File: config.mk
export PLATFORM = sky130hd
export DESIGN_NAME = rrv64_l2tlb_req_arb
export DESIGN_NICKNAME = d
export VERILOG_FILES = /design/src/rtl/rrv64_l2tlb_req_arb_pkg.sv /design/src/rtl/rrv64_rr_arb.sv /design/src/rtl/rrv64_l2tlb_req_arb.sv
export SDC_FILE = /design/constraint.sdc
export NUM_CORES = 1
export LEC_CHECK = 0
export ABC_CLOCK_PERIOD_IN_PS = 3300
export CORE_ASPECT_RATIO = 1.5
export CORE_MARGIN = 3
export CORE_UTILIZATION = 47
export DETAILED_ROUTE_END_ITERATION = 10
export PLACE_DENSITY = 0.84
export SLEW_MARGIN = 20
export SYNTH_ARGS = -nofsm -noshare
export SYNTH_HDL_FRONTEND = slang
export SYNTH_SLANG_ARGS = --single-unit
File: constraint.sdc
create_clock -name clk -period 3.3 [get_ports clk]
set_input_delay 0.99 -clock clk [delete_from_list [all_inputs] [get_ports clk]]
set_output_delay 0.99 -clock clk [all_outputs]
set_load 0.05 [all_outputs]
File: src/rtl/rrv64_l2tlb_req_arb_pkg.sv
// Shared widths, slot state codes and payload structs for the L2 TLB request
// arbiter. Optional feature macro: RRV64_L2TLB_ARB_ITLB_PRIO_EN.
package rrv64_l2tlb_req_arb_pkg;

  localparam int RRV64_L2TLB_MSHR_NUM        = 4;
  localparam int RRV64_VPN_WIDTH             = 27;
  localparam int RRV64_ASID_WIDTH            = 16;
  localparam int RRV64_PPN_WIDTH             = 44;
  localparam int RRV64_L1_TLB_TRANS_ID_WIDTH = 2;
  localparam int RRV64_L2TLB_SRC_W           = $clog2(RRV64_L2TLB_MSHR_NUM);

  typedef enum logic [1:0] {
    L2TLB_SLOT_IDLE = 2'd0,
    L2TLB_SLOT_PEND = 2'd1,
    L2TLB_SLOT_OUT  = 2'd2,
    L2TLB_SLOT_KILL = 2'd3
  } rrv64_l2tlb_slot_state_e;

  // plain constants of the same codes, used by the per-slot state registers
  localparam logic [1:0] ST_IDLE = L2TLB_SLOT_IDLE;
  localparam logic [1:0] ST_PEND = L2TLB_SLOT_PEND;
  localparam logic [1:0] ST_OUT  = L2TLB_SLOT_OUT;
  localparam logic [1:0] ST_KILL = L2TLB_SLOT_KILL;

  typedef struct packed {
    logic [RRV64_VPN_WIDTH-1:0]             vpn;
    logic [RRV64_ASID_WIDTH-1:0]            asid;
    logic [RRV64_L1_TLB_TRANS_ID_WIDTH-1:0] tid;
  } rrv64_l2tlb_req_t;

  typedef struct packed {
    logic [RRV64_PPN_WIDTH-1:0] ppn;
    logic                       fault;
    logic [1:0]                 lvl;
  } rrv64_l2tlb_resp_t;

endpackage

File: src/rtl/rrv64_rr_arb.sv
// Round-robin arbiter with grant lock and pointer-update enable.
// Search starts one past the last handshaken index and wraps. While locked the
// previous grant is held regardless of newly arriving requests.
module rrv64_rr_arb #(
  parameter int N       = 4,
  parameter int PTR_RST = N - 1,
  localparam int IW     = (N > 1) ? $clog2(N) : 1
) (
  input  logic          clk,
  input  logic          rst_n,
  input  logic [N-1:0]  req,
  input  logic          hold,     // keep the current grant next cycle
  input  logic          upd,      // downstream handshake: move pointer to grant
  output logic          gnt_vld,
  output logic [IW-1:0] gnt_idx,
  output logic          locked
);

  logic [IW-1:0] ptr_q;
  logic [IW-1:0] lock_idx_q;
  logic          lock_q;
  logic [IW-1:0] rr_idx;
  logic          rr_vld;
  int            j;

  // first requester after the pointer, wrapping mod N
  always_comb begin
    rr_vld = 1'b0;
    rr_idx = '0;
    j      = 0;
    for (int k = 1; k <= N; k++) begin
      j = (int'(ptr_q) + k) % N;
      if (!rr_vld && req[IW'(j)]) begin
        rr_vld = 1'b1;
        rr_idx = IW'(j);
      end
    end
  end

  assign locked  = lock_q;
  assign gnt_vld = lock_q ? req[lock_idx_q] : rr_vld;
  assign gnt_idx = lock_q ? lock_idx_q : rr_idx;

  // pointer advances only on handshake; lock captures an unaccepted grant
  always_ff @(posedge clk or negedge rst_n) begin
    if (!rst_n) begin
      ptr_q      <= IW'(PTR_RST);
      lock_q     <= 1'b0;
      lock_idx_q <= '0;
    end else begin
      lock_q <= hold;
      if (hold) lock_idx_q <= gnt_idx;
      if (upd)  ptr_q      <= gnt_idx;
    end
  end

endmodule

File: src/rtl/rrv64_l2tlb_req_arb.sv
// L2 TLB request arbiter / response router. Four one-deep requester slots
// (0 ITLB, 1-2 DTLB, 3 S1/prefetch) compete for the single L2 lookup port and
// each gets its L2 response routed back one cycle after it arrives.
// Optional feature macro: RRV64_L2TLB_ARB_ITLB_PRIO_EN (slot 0 beats the
// round-robin whenever the grant is not locked).
module rrv64_l2tlb_req_arb
  import rrv64_l2tlb_req_arb_pkg::*;
#(
  parameter int REQ_N  = RRV64_L2TLB_MSHR_NUM,
  parameter int VPN_W  = RRV64_VPN_WIDTH,
  parameter int ASID_W = RRV64_ASID_WIDTH,
  parameter int PPN_W  = RRV64_PPN_WIDTH,
  parameter int TID_W  = RRV64_L1_TLB_TRANS_ID_WIDTH,
  localparam int SRC_W = $clog2(REQ_N)
) (
  input  logic                          clk,
  input  logic                          rst_n,
  input  logic                          flush,
  input  logic [REQ_N-1:0]              req_vld_i,
  output logic [REQ_N-1:0]              req_rdy_o,
  input  logic [REQ_N-1:0][VPN_W-1:0]   req_vpn_i,
  input  logic [REQ_N-1:0][ASID_W-1:0]  req_asid_i,
  input  logic [REQ_N-1:0][TID_W-1:0]   req_tid_i,
  output logic                          l2_req_vld_o,
  input  logic                          l2_req_rdy_i,
  output logic [VPN_W-1:0]              l2_req_vpn_o,
  output logic [ASID_W-1:0]             l2_req_asid_o,
  output logic [TID_W-1:0]              l2_req_tid_o,
  output logic [SRC_W-1:0]              l2_req_src_o,
  input  logic                          l2_resp_vld_i,
  input  logic [SRC_W-1:0]              l2_resp_src_i,
  input  logic [PPN_W-1:0]              l2_resp_ppn_i,
  input  logic                          l2_resp_fault_i,
  input  logic [1:0]                    l2_resp_lvl_i,
  output logic [REQ_N-1:0]              resp_vld_o,
  output logic [REQ_N-1:0][TID_W-1:0]   resp_tid_o,
  output logic [REQ_N-1:0][PPN_W-1:0]   resp_ppn_o,
  output logic [REQ_N-1:0]              resp_fault_o,
  output logic [REQ_N-1:0][1:0]         resp_lvl_o
);

  logic [REQ_N-1:0]                   pend;
  logic [REQ_N-1:0]                   rsp_ok;
  rrv64_l2tlb_req_t [REQ_N-1:0]       slot_req;
  logic                               gnt_vld;
  logic [SRC_W-1:0]                   gnt_idx;
  logic                               l2_hs;
  logic                               arb_locked;
  rrv64_l2tlb_req_t                   gnt_req;

  assign l2_hs = gnt_vld & l2_req_rdy_i;

`ifdef RRV64_L2TLB_ARB_ITLB_PRIO_EN
  localparam int SUB_W = (REQ_N - 1 > 1) ? $clog2(REQ_N - 1) : 1;
  logic             sub_vld;
  logic [SUB_W-1:0] sub_idx;
  logic             itlb_win;

  // slots 1..N-1 rotate; ITLB overrides unless that rotation holds a lock
  assign itlb_win = pend[0] & ~arb_locked;
  assign gnt_vld  = itlb_win | sub_vld;
  assign gnt_idx  = itlb_win ? '0 : SRC_W'(sub_idx) + SRC_W'(1);

  rrv64_rr_arb #(.N(REQ_N - 1), .PTR_RST(REQ_N - 2)) u_arb (
    .clk     (clk),
    .rst_n   (rst_n),
    .req     (pend[REQ_N-1:1]),
    .hold    (sub_vld & ~itlb_win & ~l2_req_rdy_i & ~flush),
    .upd     (l2_hs & ~itlb_win),
    .gnt_vld (sub_vld),
    .gnt_idx (sub_idx),
    .locked  (arb_locked)
  );
`else
  rrv64_rr_arb #(.N(REQ_N), .PTR_RST(REQ_N - 1)) u_arb (
    .clk     (clk),
    .rst_n   (rst_n),
    .req     (pend),
    .hold    (gnt_vld & ~l2_req_rdy_i & ~flush),
    .upd     (l2_hs),
    .gnt_vld (gnt_vld),
    .gnt_idx (gnt_idx),
    .locked  (arb_locked)
  );
`endif

  // payload is zeroed when nothing is granted so idle outputs stay quiet
  assign gnt_req       = gnt_vld ? slot_req[gnt_idx] : '0;
  assign l2_req_vld_o  = gnt_vld;
  assign l2_req_src_o  = gnt_vld ? gnt_idx : '0;
  assign l2_req_vpn_o  = gnt_req.vpn;
  assign l2_req_asid_o = gnt_req.asid;
  assign l2_req_tid_o  = gnt_req.tid;

  for (genvar i = 0; i < REQ_N; i++) begin : g_slot
    logic [1:0]        st_q;
    rrv64_l2tlb_req_t  req_q;
    logic              vld_q;
    rrv64_l2tlb_resp_t rsp_q;
    logic [TID_W-1:0]  tid_q;
    logic              acc, hs, rsp, dlv;

    assign req_rdy_o[i] = (st_q == ST_IDLE) & ~flush;
    assign pend[i]      = (st_q == ST_PEND);
    assign rsp_ok[i]    = (st_q == ST_OUT) | (st_q == ST_KILL);
    assign acc          = req_vld_i[i] & req_rdy_o[i];
    assign hs           = l2_hs & (gnt_idx == SRC_W'(i));
    assign rsp          = l2_resp_vld_i & (l2_resp_src_i == SRC_W'(i));
    assign dlv          = rsp & (st_q == ST_OUT);
    assign slot_req[i]  = req_q;

    // slot lifecycle; a handshake in the flush cycle still goes out, then is killed
    always_ff @(posedge clk or negedge rst_n) begin
      if (!rst_n) begin
        st_q  <= ST_IDLE;
        req_q <= '0;
      end else begin
        case (st_q)
          ST_IDLE: if (acc) begin
            st_q       <= ST_PEND;
            req_q.vpn  <= req_vpn_i[i];
            req_q.asid <= req_asid_i[i];
            req_q.tid  <= req_tid_i[i];
          end
          ST_PEND: begin
            if (hs)         st_q <= flush ? ST_KILL : ST_OUT;
            else if (flush) st_q <= ST_IDLE;
          end
          ST_OUT: begin
            if (rsp)        st_q <= ST_IDLE;
            else if (flush) st_q <= ST_KILL;
          end
          default: if (rsp) st_q <= ST_IDLE;
        endcase
      end
    end

    // registered response pulse; payload holds until the next delivery
    always_ff @(posedge clk or negedge rst_n) begin
      if (!rst_n) begin
        vld_q <= 1'b0;
        rsp_q <= '0;
        tid_q <= '0;
      end else begin
        vld_q <= dlv;
        if (dlv) begin
          rsp_q.ppn   <= l2_resp_ppn_i;
          rsp_q.fault <= l2_resp_fault_i;
          rsp_q.lvl   <= l2_resp_lvl_i;
          tid_q       <= req_q.tid;
        end
      end
    end

    assign resp_vld_o[i]   = vld_q;
    assign resp_tid_o[i]   = tid_q;
    assign resp_ppn_o[i]   = rsp_q.ppn;
    assign resp_fault_o[i] = rsp_q.fault;
    assign resp_lvl_o[i]   = rsp_q.lvl;
  end

  // responses may only target a slot with a request outstanding downstream
  a_no_stray_rsp: assert property (@(posedge clk) disable iff (!rst_n)
    !(l2_resp_vld_i && !rsp_ok[l2_resp_src_i]));

  // a locked grant always refers to a slot that is still pending
  a_lock_pending: assert property (@(posedge clk) disable iff (!rst_n)
    !arb_locked || gnt_vld);

endmodule
Word-level counts from Yosys, hierarchy flattened. Cells that the tools add are included.

Register bits: 393. Input port bits: 238. Output and inout port bits: 252. Logic and storage cells: 175.

Add/sub/neg operators: 4. Order comparisons: 6. Equal/unequal tests: 26. Muxes and demuxes: 51. Bitwise gates (word level): 25. Reductions and logical operators: 24.

Operators with widths (count): $bmux 45 s2 (1); $mux 45 (2); $mux 2 (24); $ne 3x3->1 const B (8); $pmux 2 s3 (4); $and 1x1->1 (23); $eq 2x2->1 const B (8); $lt 2x4->1 const B (4); $reduce_and 4->1 (4); $reduce_bool 4->1 (4); $mux 1 (15); $eq 2x1->1 const B (6); $logic_not 2->1 (6); $bmux 1 s2 (5); $ne 2x2->1 const B (4); $reduce_and 2->1 (4); $lt 2x3->1 const B (2); $add 2x1->2 const B (2); $add 2x2->2 const B (2); $logic_and 1x1->1 (3); $logic_not 1->1 (3); $not 1->1 (2).

Logic depth before layout (Yosys ltp).
Depth after elaboration: 19. Mapped depth: 9. Mapped depth without buffers: 7.

Modules after synthesis. From an unflattened synthesis, not the netlist that was laid out.

Cells, all modules: 1018. Area, all modules: 16585.9 µm².

By module, submodules not included: rrv64_l2tlb_req_arb (instances 1, cells an instance 970, area an instance 16169.3 µm², seq. area each 9709.3 µm²); rrv64_rr_arb (instances 1, cells an instance 48, area an instance 416.6 µm², seq. area each 127.6 µm²).

Worst setup path after synthesis. Ideal clock, no wire load.

Path type: input port to flip-flop. Start: input flush. End: register g_slot[2].req_q[10] (netlist bit). Arrival time: 3.369 ns. Setup slack: -0.194 ns. Cell stages on the path: 6. Buffers on the path: 3. Cell sequence: clkbuf_1 > nor3_1 > and2_1 > clkbuf_1 > buf_2 > mux2_2.

Cells in the longest elaborated chain, start to end: 4.

RTL lines: from (decl) (RTL line rrv64_l2tlb_req_arb.sv:18) `input logic flush,`; $not 1->1 (RTL line rrv64_l2tlb_req_arb.sv:103) `assign req_rdy_o[i] = (st_q == ST_IDLE) & ~flush;`; $and 1x1->1 (RTL line rrv64_l2tlb_req_arb.sv:103); named net req_rdy_o[2] (RTL line rrv64_l2tlb_req_arb.sv:20) `output logic [REQ_N-1:0] req_rdy_o,`; $and 1x1->1 (RTL line rrv64_l2tlb_req_arb.sv:106) `assign acc = req_vld_i[i] & req_rdy_o[i];`; $reduce_and 2->1 (no line); to (decl) (RTL line rrv64_l2tlb_req_arb.sv:97) `rrv64_l2tlb_req_t req_q;`.

The timed path passes the listed nets, and every way through them passes these cells. A chain may end at the register's enable or synchronous reset.

Final worst setup path.
Start: register g_slot[1].st_q[1]. End: output l2_req_asid_o[0].

Cells in the longest elaborated chain, start to end: 18. Elaborated cells between the ends (all ways): 34.

RTL lines: from (decl) (RTL line rrv64_l2tlb_req_arb.sv:96) `logic [1:0] st_q;`; from (signal assigned) (RTL line rrv64_l2tlb_req_arb.sv:126) `if (hs) st_q <= flush ? ST_KILL : ST_OUT;`; $eq 2x1->1 * (RTL line rrv64_l2tlb_req_arb.sv:104) `assign pend[i] = (st_q == ST_PEND);`; $bmux 1 s2 (RTL line rrv64_rr_arb.sv:33) `if (!rr_vld && req[IW'(j)]) begin`; $mux 1 (not written as such) (2 in a row) (RTL line rrv64_rr_arb.sv:33); $mux 1 (RTL line rrv64_rr_arb.sv:33); $logic_not 1->1 (RTL line rrv64_rr_arb.sv:33); $logic_and 1x1->1 (RTL line rrv64_rr_arb.sv:33); $mux 1 (RTL line rrv64_rr_arb.sv:33); $logic_not 1->1 (RTL line rrv64_rr_arb.sv:33); $logic_and 1x1->1 (RTL line rrv64_rr_arb.sv:33); $mux 1 (RTL line rrv64_rr_arb.sv:33); $logic_not 1->1 (RTL line rrv64_rr_arb.sv:33); $logic_and 1x1->1 (RTL line rrv64_rr_arb.sv:33); $mux 2 (RTL line rrv64_rr_arb.sv:33); $mux 2 (RTL line rrv64_rr_arb.sv:42) `assign gnt_idx = lock_q ? lock_idx_q : rr_idx;`; $bmux 45 s2 (RTL line rrv64_l2tlb_req_arb.sv:88) `assign gnt_req = gnt_vld ? slot_req[gnt_idx] : '0;`; $mux 45 (not written as such) (RTL line rrv64_l2tlb_req_arb.sv:88); $mux 45 * (RTL line rrv64_l2tlb_req_arb.sv:88); to (decl) (RTL line rrv64_l2tlb_req_arb.sv:27) `output logic [ASID_W-1:0] l2_req_asid_o,`.

Mark *: on every way between the ends. The rest lies on a longest branch, timed or not. The select of a mux whose other input is x is not followed.

==> flow_summary_export.csv <==
group,metric,value,unit
outcome,status,"finished with violations",
outcome,violations,"negative setup slack",
layout,final_cells,2193,
cts,path_clk_slew,60,ps
grt,grt_max_degree,63,
place,placed_cell_area,22600,um2
layout,layout.nets,1977,
worst_setup_path,path_class,"register to output pin",
synth,netlist_instances,1168,
sta,finalCritPeriodShare,117,%
routing,vias,12756,
die,die_w,158,um
cts,clock_latency,540,ps
routing,wirelength,64200,um
sta,timing.slew.headroom,56.6,%
worst_setup_path,r2r-start,"g_slot[0].st_q[1]",
sta,clock_skew,25.0,ps
worst_setup_path,r2r.worst_path.cells,9,
synth,async_reset_ff_share,100,%
worst_setup_path,cp.arrival,2860,ps
worst_setup_path,start_kind,"register",
worst_setup_path,r2r_end,"g_slot[0].st_q[0]",
synth,ys.flop_type,"dfrtp_1",
grt,grtUsageTotal,31.0,%
synth,ys_warn_count,0,
layout,fillers,1709,
layout,drive_gt1_share,40.5,%
synth,syn_avg_cell_area,13.9,um2
die,core,33800,um2
grt,use_met2,52.7,%
sta,setup_viol,47,
worst_setup_path,critPathRequiredTime,2310,ps
routing,drc,0,
sta,final.min_clock_period,3850,ps
worst_setup_path,regToRegSetupSlack,840,ps
synth,synth_nets,1406,
die,die_h,234,um
die,initial_core_util,48.3,%
hold_path,hold_class,"input port to async pin",
grt,grt-busiest-layer,"met2",
layout,syn2layout_area_growth,60.0,%
grt,overflow,0,
layout,seqCellArea,9840,um2
routing,drtIter0Drc,770,
cts,root_buffer,"clkbuf_16",
worst_setup_path,crit_fanout,16,
sta,rsz0062_at_grt,"true",
place,routabilityCongestion,0.892,
routing,post_drt_wl_per_cell,29.3,um
run,maxCapViolCount,0,
cts,h-tree-depth,2,
die,dieArea,37000,um2
sta,timing.fmax,260,MHz
grt,grt_util_met1,33.0,%
synth,synth_top_cell_area_share,60.1,%
cts,cts.sinks,393,
synth,synth_edf_count,0,
die,ios,490,
worst_setup_path,worstSetupEndpointType,"output pin",
grt,grt_pass1_wl,85900,um
synth,synth-seq-cells,393,
cts,cts_buffers,39,
routing,ant_nets,0,
grt,grt_pass1_vias,13903,
sta,hold_viol,0,
layout,multi_input_area,7380,um2
sta,layout_setup_ws,-552,ps
sta,tightest_slew,649,ps
synth,synth_top_cell_by_area,"dfrtp_1",
synth,yosysUniqueCellTypes,47,
synth,yosys-top-cells-area,"dfrtp_1, mux2_2, mux2i_1",
synth,ys_seq_area_share,60.4,%
sta,setup_tns,-19740,ps
cts,cts_tree,"done",
cts,ctsLongestPathBuffers,3,
grt,antenna_found_initial,15,
synth,syn_area,16300,um2
sta,finalMaxSlewViolations,0,
place,dp_cells,2060,
layout,fin_area,26100,um2
place,numPortBuffers,489,
grt,met3_usage,12.2,%
place,hpwl,35900,um
routing,via_per_inst,5.82,
routing,drt_pass1_iterations,5,
die,num_rows,82,
[kinds of logic after synthesis]
family                 Yosys count  share of synthesized area [%]
buffers and inverters           77                           2.46
muxes                          423                           28.5
and+or+nand+nor                206                           5.64
DFF                            393                           60.4
AOI/OAI and AO/OA               69                           2.99
[placed cells by master (no fill, tap or decap), drive strengths merged, types with 3 or more instances in the layout]
cell type,synthesis,layout
nor2,7,7
diode,0,9
nand2,156,156
nor2b,4,4
nor3,5,5
nand3,3,3
and2,6,6
mux2,329,329
nor3b,6,6
bufinv,0,3
clkinv,0,3
buf,41,160
mux2i,94,94
o21ai,4,4
o22ai,45,45
o32ai,3,3
inv,6,7
clkbuf,30,61
dfrtp,391,391
nand3b,3,3
nand2b,7,7
clkdlybuf4s50,0,436
[cell usage after synthesis, drive strengths merged, types with 2 or more instances]
master	count
dfrtp	391
mux2	329
nand2	156
mux2i	94
o22ai	45
buf	41
clkbuf	30
nand2b	7
nor2	7
and2	6
inv	6
nor3b	6
nor3	5
nor2b	4
o21ai	4
nand3	3
nand3b	3
o32ai	3
a21o	2
a21oi	2
and3	2
dfstp	2
nand4	2
or4b	2
[flip-flops by register name, indices dropped and copies added, names as in the netlist]
| name | count |
|---|---|
| g_slot.req_q | 180 |
| resp_ppn_o | 176 |
| g_slot.st_q | 8 |
| g_slot.tid_q | 8 |
| resp_lvl_o | 8 |
| g_slot.vld_q | 4 |
| resp_fault_o | 4 |
| u_arb.lock_idx_q | 2 |
| u_arb.ptr_q | 2 |
| u_arb.locked | 1 |
[area by class of cell]
type                            count  area share, %
Clock inverter                      7          0.437
Antenna cell                        9         0.0864
Tap cell                          420           2.02
Clock buffer                       59           4.62
Sequential cell                   393           37.8
Timing Repair Buffer              600           26.7
Inverter                            6         0.0960
Multi-Input combinational cell    699           28.3
[repair_timing]
action                                  in CTS  in global routing
endpoints found under the setup margin      47                 48
cloned                                      13                  2
hold endpoints to repair                     0                  0
hold buffers                                 0                  0
pin swaps                                   22                 28
buffers inserted                            27                 19
gates resized for setup                    177                 78
[critical path, cell delays in order (launching register included)]
cell and delay [ps]:
dfrtp_1 380, nand2b_4 190, buf_4 170, a21oi_4 150, nor4_4 70, a211oi_2 440, nand2_4 190, buf_12 210
buf_4 160, o22ai_2 160, buf_12 180
[routing by layer]
layer  part of all wire (%)  up-vias
li1                       -     5277
met3                     11      256
met4                    6.5       12
met1                     33     6452
met5                   0.13        -
met2                     49      759
[worst max-delay path by stage]
stage / from / endpoint / slack, ps
2_1_floorplan: g_slot[0].st_q[1] / l2_req_vpn_o[16] / -180
3_3_place_gp: g_slot[3].st_q[1] / l2_req_vpn_o[25] / 70
3_5_place_dp: g_slot[3].st_q[1] / l2_req_vpn_o[25] / -4
4_1_cts: g_slot[0].st_q[0] / l2_req_asid_o[15] / -350
5_1_grt: g_slot[1].st_q[1] / l2_req_asid_o[0] / -600
6_report: g_slot[1].st_q[1] / l2_req_asid_o[0] / -550
[through the flow]
step / utilization, % / hold WS, ps / worst slack [ps]
final: 77.2 / 449 / -552
after global routing: 77.2 / 471 / -597
after CTS: 75.3 / 449 / -349
after detailed placement: 66.9 / 462 / -3.60
after global placement: 66.9 / 457 / 69.3
after floorplan: - / 456 / -179
Power is left out: the tool's default activity adds up to more than one toggle a clock period on the data nets, which glitch-free logic cannot reach.
